`src/rtl/buffer_controller.sv`:
```
// Text-mode character buffer controller.
// Accepts PUT / CR / LF / CLEAR commands. It tracks the cursor and drives the
// character-buffer write port. The screen scrolls through a rotating start
// address (first_char), so a scroll moves the start address and blanks the
// new bottom row instead of copying the whole buffer.
//
// Ports:
//   clk, clr                  pixel clock, asynchronous active-high reset
//   cmd_valid/cmd_ready       command handshake (ready only while IDLE)
//   cmd_op, cmd_char          command opcode (0=PUT,1=CR,2=LF,3=CLEAR) and PUT data
//   cursor_row, cursor_col    logical cursor position
//   buffer_waddr/din/wen      character buffer write port (registered, wen pulses)
//   buffer_first_char(_wen)   physical address of screen row 0 and its load strobe
module buffer_controller #(
    parameter int unsigned ROWS      = 25,
    parameter int unsigned COLS      = 80,
    parameter int unsigned ROW_BITS  = 5,
    parameter int unsigned COL_BITS  = 7,
    parameter int unsigned ADDR_BITS = 11,
    parameter logic [7:0]  BLANK     = 8'h20
) (
    input  logic                 clk,
    input  logic                 clr,
    input  logic                 cmd_valid,
    output logic                 cmd_ready,
    input  logic [1:0]           cmd_op,
    input  logic [7:0]           cmd_char,
    output logic [ROW_BITS-1:0]  cursor_row,
    output logic [COL_BITS-1:0]  cursor_col,
    output logic [ADDR_BITS-1:0] buffer_waddr,
    output logic [7:0]           buffer_din,
    output logic                 buffer_wen,
    output logic [ADDR_BITS-1:0] buffer_first_char,
    output logic                 buffer_first_char_wen
);

    localparam int unsigned SIZE     = ROWS * COLS;
    localparam int unsigned SUM_BITS = 12;
    localparam int unsigned CNT_BITS = 11;

    localparam logic [1:0] OP_PUT   = 2'd0;
    localparam logic [1:0] OP_CR    = 2'd1;
    localparam logic [1:0] OP_LF    = 2'd2;
    localparam logic [1:0] OP_CLEAR = 2'd3;

    typedef enum logic [1:0] {
        IDLE      = 2'd0,
        FILL_LINE = 2'd1,
        FILL_ALL  = 2'd2
    } state_t;

    state_t                state, state_nxt;
    logic [ADDR_BITS-1:0]  first_char, first_char_nxt;
    logic [ROW_BITS-1:0]   row_nxt;
    logic [COL_BITS-1:0]   col_nxt;
    logic [ADDR_BITS-1:0]  waddr_nxt;
    logic [7:0]            din_nxt;
    logic                  wen_nxt;
    logic                  fc_wen_nxt;
    logic [CNT_BITS-1:0]   fill_cnt, fill_cnt_nxt;

    logic [SUM_BITS-1:0]   phys_sum;
    logic [ADDR_BITS-1:0]  phys_addr;
    logic [SUM_BITS-1:0]   scroll_sum;
    logic [ADDR_BITS-1:0]  scroll_fc;
    logic [ADDR_BITS-1:0]  fill_next_addr;
    logic                  fill_last;

    assign cmd_ready         = (state == IDLE);
    assign buffer_first_char = first_char;

    // Physical address of the cursor cell and the start address after one scroll.
    // Both sums stay below 2*SIZE, so a single conditional subtract wraps them.
    always_comb begin
        phys_sum   = SUM_BITS'(first_char)
                   + SUM_BITS'(cursor_row) * SUM_BITS'(COLS)
                   + SUM_BITS'(cursor_col);
        phys_addr  = (phys_sum >= SUM_BITS'(SIZE)) ? ADDR_BITS'(phys_sum - SUM_BITS'(SIZE))
                                                   : ADDR_BITS'(phys_sum);
        scroll_sum = SUM_BITS'(first_char) + SUM_BITS'(COLS);
        scroll_fc  = (scroll_sum >= SUM_BITS'(SIZE)) ? ADDR_BITS'(scroll_sum - SUM_BITS'(SIZE))
                                                     : ADDR_BITS'(scroll_sum);
        fill_next_addr = (buffer_waddr == ADDR_BITS'(SIZE - 1)) ? '0
                                                                : buffer_waddr + ADDR_BITS'(1);
        // fill_cnt is the index of the write currently on the bus.
        fill_last = (state == FILL_LINE) ? (fill_cnt == CNT_BITS'(COLS - 1))
                                         : (fill_cnt == CNT_BITS'(SIZE - 1));
    end

    // State register and all registered outputs.
    always_ff @(posedge clk or posedge clr) begin
        if (clr) begin
            state                 <= IDLE;
            cursor_row            <= '0;
            cursor_col            <= '0;
            first_char            <= '0;
            buffer_waddr          <= '0;
            buffer_din            <= '0;
            buffer_wen            <= 1'b0;
            buffer_first_char_wen <= 1'b0;
            fill_cnt              <= '0;
        end else begin
            state                 <= state_nxt;
            cursor_row            <= row_nxt;
            cursor_col            <= col_nxt;
            first_char            <= first_char_nxt;
            buffer_waddr          <= waddr_nxt;
            buffer_din            <= din_nxt;
            buffer_wen            <= wen_nxt;
            buffer_first_char_wen <= fc_wen_nxt;
            fill_cnt              <= fill_cnt_nxt;
        end
    end

    // Next-state and next-output logic.
    always_comb begin
        state_nxt      = state;
        row_nxt        = cursor_row;
        col_nxt        = cursor_col;
        first_char_nxt = first_char;
        waddr_nxt      = buffer_waddr;
        din_nxt        = buffer_din;
        wen_nxt        = 1'b0;
        fc_wen_nxt     = 1'b0;
        fill_cnt_nxt   = fill_cnt;

        case (state)
            IDLE: begin
                if (cmd_valid && cmd_ready) begin
                    case (cmd_op)
                        OP_PUT: begin
                            wen_nxt   = 1'b1;
                            waddr_nxt = phys_addr;
                            din_nxt   = cmd_char;
                            if (cursor_col != COL_BITS'(COLS - 1)) begin
                                col_nxt = cursor_col + COL_BITS'(1);
                            end
                        end
                        OP_CR: begin
                            col_nxt = '0;
                        end
                        OP_LF: begin
                            if (cursor_row != ROW_BITS'(ROWS - 1)) begin
                                row_nxt = cursor_row + ROW_BITS'(1);
                            end else begin
                                // Old top row becomes the new bottom row; blank it.
                                first_char_nxt = scroll_fc;
                                fc_wen_nxt     = 1'b1;
                                wen_nxt        = 1'b1;
                                waddr_nxt      = first_char;
                                din_nxt        = BLANK;
                                fill_cnt_nxt   = '0;
                                state_nxt      = FILL_LINE;
                            end
                        end
                        OP_CLEAR: begin
                            first_char_nxt = '0;
                            fc_wen_nxt     = 1'b1;
                            row_nxt        = '0;
                            col_nxt        = '0;
                            wen_nxt        = 1'b1;
                            waddr_nxt      = '0;
                            din_nxt        = BLANK;
                            fill_cnt_nxt   = '0;
                            state_nxt      = FILL_ALL;
                        end
                        default: ;
                    endcase
                end
            end
            FILL_LINE, FILL_ALL: begin
                if (fill_last) begin
                    state_nxt = IDLE;
                end else begin
                    wen_nxt      = 1'b1;
                    waddr_nxt    = fill_next_addr;
                    din_nxt      = BLANK;
                    fill_cnt_nxt = fill_cnt + CNT_BITS'(1);
                end
            end
            default: begin
                state_nxt = IDLE;
            end
        endcase
    end

endmodule

```
`config.mk`:
```
export PLATFORM = sky130hd
export DESIGN_NAME = buffer_controller
export DESIGN_NICKNAME = d
export VERILOG_FILES = /design/src/rtl/buffer_controller.sv
export SDC_FILE = /design/constraint.sdc
export NUM_CORES = 1
export LEC_CHECK = 0
export BUFFER_PORTS_ARGS = -buffer_cell sky130_fd_sc_hd__buf_4
export CORE_ASPECT_RATIO = 0.6
export CORE_MARGIN = 2
export CORE_UTILIZATION = 63
export CTS_CLUSTER_SIZE = 28
export DETAILED_ROUTE_END_ITERATION = 10
export GPL_ROUTABILITY_DRIVEN = 0
export MAX_ROUTING_LAYER = met4
export PLACE_DENSITY_LB_ADDON = 0.1
export SYNTH_ARGS = -nofsm -noshare
export SYNTH_HDL_FRONTEND = slang
export SYNTH_SLANG_ARGS = --single-unit
```
`constraint.sdc`:
```
create_clock -name clk -period 11.7 [get_ports clk]
set_clock_uncertainty 0.2 [all_clocks]
set_input_delay 1.755 -clock clk [delete_from_list [all_inputs] [get_ports clk]]
set_output_delay 1.755 -clock clk [all_outputs]
set_load 0.03 [all_outputs]
```
; ---- Word level (Yosys, flattened, before mapping)
; Cells that the tools add are included.
[totals]
ff_bits = 57
latchBits = 0
ram_bits = 0
mem_bits_ro = 0
in_bits = 13
out_inout_bits = 45
elab_cells = 93
memories = 0
[op_classes]
n_addsub = 9
multipliers = 1
n_div = 0
magnitude_cmp = 2
n_eq_ne = 19
shift = 0
n_mux = 38
bitwise_logic = 0
n_reduce_logical = 15
[ops]
columns = operator, count
row1 = 2-to-1 mux 11 bit, 10
row2 = one-hot mux 11 bit (2 select lines), 4
row3 = one-hot mux 11 bit (3 select lines), 1
row4 = >= comparator 12 x 11 -> 1 bit (second input constant), 2
row5 = 2-to-1 mux 8 bit, 3
row6 = one-hot mux 8 bit (3 select lines), 1
row7 = adder 11 x 1 -> 11 bit (second input constant), 2
row8 = == test 11 bit (second input constant), 2
row9 = subtractor 11 bit (second input constant), 2
row10 = one-hot mux 8 bit (2 select lines), 1
row11 = AND reduction 4 bit, 4
row12 = one-hot mux 7 bit (2 select lines), 1
row13 = adder 11 x 12 -> 12 bit, 1
row14 = adder 11 x 7 -> 12 bit (second input constant), 1
row15 = adder 12 x 7 -> 12 bit, 1
row16 = == test 11 x 7 -> 1 bit (second input constant), 1
row17 = != test 2 bit (second input constant), 5
row18 = one-hot mux 5 bit (2 select lines), 1
row19 = AND reduction 5 bit, 2
row20 = multiplier 5 x 3 -> 8 bit (second input constant), 1
row21 = one-hot mux 2 bit (2 select lines), 2
row22 = adder 7 x 1 -> 7 bit (second input constant), 1
row23 = 2-to-1 mux 7 bit, 1
row24 = != test 7 bit (second input constant), 1
row25 = 16 further kinds, 33

; ---- Depth between registers and ports, before layout
[depth]
word_depth = 8
ltp_mapped = 14

; ---- Least setup slack after synthesis
; No wires, ideal clock.
[synth_timing]
path_kind = flip-flop to flip-flop
startpoint = register cursor_row[1]
endpoint = register buffer_waddr[5]
arrival_time_ns = 3.646
required_time_ns = 11.373
setup_slack_ns = 7.727
path_stages_with_launch = 13
period_less_slack_ns = 3.973
path_cell_list = dfrtp_1 -> ha_1 -> ha_1 -> fa_1 -> ha_1 -> ha_1 -> and3_1 -> o21ai_1 -> mux2_4 -> o211a_4 -> a41oi_4 -> mux2i_1 -> o22ai_1
[synth_via]
elab_chain_len = 8
elab_cells_between_ends = 12
classes_between = add/sub (3) / mul (1) / order compare (1) / eq/ne (2) / mux (4) / reduce/logical (1)
[synth_lines]
columns = item, line_no
row1 = start: declaration, 28  ; output logic [ROW_BITS-1:0] cursor_row,
row2 = start signal: assignment, 104  ; cursor_row <= row_nxt;
row3 = multiplier 5 x 3 -> 8 bit, 76  ; + SUM_BITS'(cursor_row) * SUM_BITS'(COLS)
row4 = adder 11 x 12 -> 12 bit, 76
row5 = adder 12 x 7 -> 12 bit, 77  ; + SUM_BITS'(cursor_col);
row6 = subtractor 11 bit or >= comparator 12 x 11 -> 1 bit (tied branches), 78  ; phys_addr = (phys_sum >= SUM_BITS'(SIZE)) ? ADDR_BITS'(phys_sum - SUM_BITS'(SIZE))
row7 = 2-to-1 mux 11 bit, 78
row8 = one-hot mux 11 bit (3 select lines), 130  ; case (cmd_op)
row9 = 2-to-1 mux 11 bit, 129  ; if (cmd_valid && cmd_ready) begin
row10 = one-hot mux 11 bit (2 select lines), 127  ; case (state)
row11 = end signal: assignment, 107  ; buffer_waddr <= waddr_nxt;
row12 = end: declaration, 30  ; output logic [ADDR_BITS-1:0] buffer_waddr,
; Parallel ways exist; a longest one is shown, timed or not. The select of a mux whose other input is x is not followed.
; A chain may end at the register's enable or synchronous reset.

; ---- Worst setup path after layout
[layout_timing]
startpoint = input cmd_op[0]
endpoint = register buffer_waddr[7]
[layout_via]
elab_chain_len = 4
elab_cells_between_ends = 9
classes_between = eq/ne (4) / mux (3) / reduce/logical (2)
[layout_lines]
columns = item, line_no
row1 = start: declaration, 26  ; input logic [1:0] cmd_op,
row2 = == test 2 bit or logical NOT 2 bit (tied branches), 130
row3 = one-hot mux 11 bit (3 select lines), 130
row4 = 2-to-1 mux 11 bit, 129
row5 = one-hot mux 11 bit (2 select lines), 127
; Parallel ways exist; a longest one is shown, timed or not. The select of a mux whose other input is x is not followed.

==> results_dict.tcl <==
set metrics [dict create \
    slowest_stage "or4_1" \
    avgSynthCellArea_um2 8.56 \
    hold_viol_final 0 \
    p_sw_share_pct 50.0 \
    critPathTopFamily "simple AND/OR/NAND/NOR gates" \
    multiInputGateArea_um2 2720 \
    synth_mux_area_share_pct 1.06 \
    outcome "finished, final reports clean" \
    start_util_pct 64.5 \
    area_growth_pct 15.3 \
    worst_pin_slew_ns 0.730 \
    total_power_uw 1390 \
    synth_edf_count 0 \
    synth-compound-area-share_pct 22.7 \
    vdd_drop_max_v 0.000187 \
    synth_fa_ha_area_share_pct 12.9 \
    slew_viol_final 0 \
    synth_ff_type "dfrtp_1" \
    layout_common_cells "57 x buf_4, 53 x dfrtp_1, 37 x nor2_1, 37 x inv_1" \
    grt_start_max_net_pins 54 \
    antenna_found_initial 0 \
    rsz0062_at_grt "false" \
    final_common_cell "buf_4" \
    critPathBufInv 3 \
    fillers 477 \
    die_h_um 67.8 \
    start_kind "input port" \
    nNetsFinal 602 \
    core_area_um2 6620 \
    cts_buffer_depth 2 \
    p_per_area_nw_per_um2 282 \
    worstSkewPairLatency_ns 0.30 \
    dp_hpwl_um 8010 \
    seq_power_share_pct 22.7 \
    p_int_uw 694 \
    synth_warnings 0 \
    power_frac_comb_pct 63.3 \
    cts.sinks 53 \
    synth-seq-cells 53 \
    fin_crit_sh_pct 35.6 \
    via_per_inst 6.22 \
    fin_hold_ws_ns 0.343 \
    syn_inst 499 \
    ff_latch_area_um2 1330 \
    wl_um 11000 \
    final_cells 636 \
    rows 23 \
    fmax_mhz 240 \
    firstDrtPassIters 5 \
    yosysSeqAreaShare_pct 31.1 \
    cp_common_cell "buf_4" \
    crit_fanout 39 \
    grt_use_total_pct 32.0 \
    crit_required_ns 11.73 \
    yosysUniqueCellTypes 72 \
    cts_hold_buf 0 \
    power.clock.fraction_pct 14.0 \
    diodes 0 \
    synth_top_family_by_area "compound AO/OA/AOI/OAI gates" \
    setup_tns_ns 0 \
    cts-root-buf "clkbuf_16" \
    ioPinCount 58 \
    grt_pass1_wl_um 17700 \
    postCtsSetupRepairBufs 0 \
    finalSetupViolations 0 \
    die_area_um2 7470 \
    synthArstFlopShare_pct 100 \
    crit_arrival_ns 4.19 \
    cts_buffers 5 \
    drv_cap 0 \
    critPathMaxStageDelay_ns 0.48 \
    end_kind "flip-flop" \
    drcViolationCount 0 \
    path_class "input port to flip-flop" \
    critical_path.cell_chain "buf_4 -> inv_1 -> ha_1 -> or3b_1 -> a21oi_1 -> a31oi_1 -> a21oi_2 -> buf_4 -> nand2_1 -> or4_1 -> nand3_1" \
    wl_per_cell_um 17.2 \
    drive_gt1_share_pct 14.2 \
    port_buffers 53 \
    vias 3955 \
    post-place-cells 628 \
    synthXorXnorAreaFrac_pct 5.07 \
    grt_overflow 0 \
    htree_levels 2 \
    fin_crit_ns 4.16 \
    p_sw_uw 696 \
    clkTransAtPathRegs_ns 0.07 \
    hp-class "flip-flop to flip-flop" \
    first_global_vias 3568 \
    ant_nets 0 \
    slew_headroom_pct 51.3 \
    cts_tree "yes" \
    ctsResizeCount 0 \
    drtIter0Drc 323 \
    yosys.area_share.simple_pct 21.3 \
    synthesis.area_um2 4270 \
    die_w_um 110 \
    leakagePower_uw 0.00224 \
]
[logic make-up after synthesis]
group                      count (synthesis)
adders and majority gates                 41
muxes                                      4
xor gates and xnor gates                  23
DFF                                       53
buffers and inverters                     59
and+or+nand+nor                          174
AOI/OAI and AO/OA                        144
other                                      1
[tightest hold or removal path: cells and delay by family (launching register included)]
family / cells / cell delay [ns]
compound gates: 1 / 0.07
buf+inv: 1 / 0.05
flops: 1 / 0.38
[metrics by stage]
stage               cell area [µm²]  utilization (%)  setup WS [ns]
finish                         4920             74.3           7.54
global route                   4920             74.3           7.36
CTS                            4920             74.3           7.59
detailed placement             4730             71.4           7.27
global placement               4730             71.4           7.40
floorplan                      4290                -           7.73
[per-layer routing]
layer | up-vias | track usage, % | share of wire (%)
met3 | 17 | 6.76 | 8.4
met4 | 0 | 6.25 | 0.94
met5 | - | - | 0
met2 | 143 | 46.1 | 44
met1 | 1887 | 46.5 | 47
li1 | 1908 | - | -
[power groups by stage]
| stage | sequential [µW] | combinational (µW) | clock [µW] |
|---|---|---|---|
| after floorplan | 385 | 560 | 0 |
| after global placement | 314 | 834 | 0 |
| after detailed placement | 316 | 856 | 0 |
| after CTS | 313 | 866 | 199 |
| after global routing | 326 | 963 | 205 |
| final | 316 | 880 | 194 |
[flip-flops by register name (all words and copies together), names as in the netlist]
signal,count
state,2
buffer_din,8
cursor_col,7
buffer_first_char,7
fill_cnt,11
cursor_row,5
buffer_first_char_wen,1
buffer_waddr,11
buffer_wen,1
[cell usage after synthesis (3+ instances only)]
cell	number	share of area [%]
dfrtp_1	53	31
inv_1	38	3.3
nor2_1	37	3.3
ha_1	36	11
o21ai_0	36	4.2
nand2_1	34	3.0
a21oi_1	31	3.6
nand3_1	31	3.6
clkbuf_1	13	1.1
nor3_1	12	1.4
o21ai_1	12	1.4
xor2_1	12	2.5
xnor2_1	9	1.8
and2_1	7	1.0
nand4_1	7	1.0
o211ai_1	6	1.1
a22oi_1	5	0.88
a31oi_1	5	0.73
and3_1	5	0.73
fa_1	5	2.3
nand2b_1	5	0.73
nor2b_1	5	0.73
o22ai_1	5	0.73
or3_1	5	0.73
a21o_1	4	0.70
and4b_1	4	0.94
buf_4	4	0.70
o21a_1	4	0.70
o31ai_1	4	0.70
a211oi_1	3	0.53
a22o_1	3	0.62
a32oi_1	3	0.62
buf_2	3	0.35
mux2i_1	3	0.70
nor4_1	3	0.44
o41ai_1	3	0.62
or4_1	3	0.53
[cell type report]
type                       instances  area share, %
tap                               87           2.21
clock inverter                     3           1.40
sequential                        53           27.0
clock buffer                       5           2.54
timing repair buffer              57           8.70
inverter                          38           2.90
multi-input combinational        393           55.3
[final timing paths]
kind                                           start                     endpoint  slack (ns)  cells past startpoint
hold reg to reg            buffer_din[2]$_DFFE_PP0P_    buffer_din[2]$_DFFE_PP0P_        0.34                      2
max in group asynchronous                        clr    cursor_row[0]$_DFFE_PP0P_        9.39                      3
setup / recovery                           cmd_op[0]  buffer_waddr[7]$_DFFE_PP0P_        7.54                     11
setup reg to reg           cursor_row[1]$_DFFE_PP0P_  buffer_waddr[7]$_DFFE_PP0P_        7.62                     12
min in group asynchronous                        clr    buffer_din[5]$_DFFE_PP0P_        1.45                      3
hold / removal             buffer_din[2]$_DFFE_PP0P_    buffer_din[2]$_DFFE_PP0P_        0.34                      2
No activity file was read; power rests on OpenSTA's default activity.
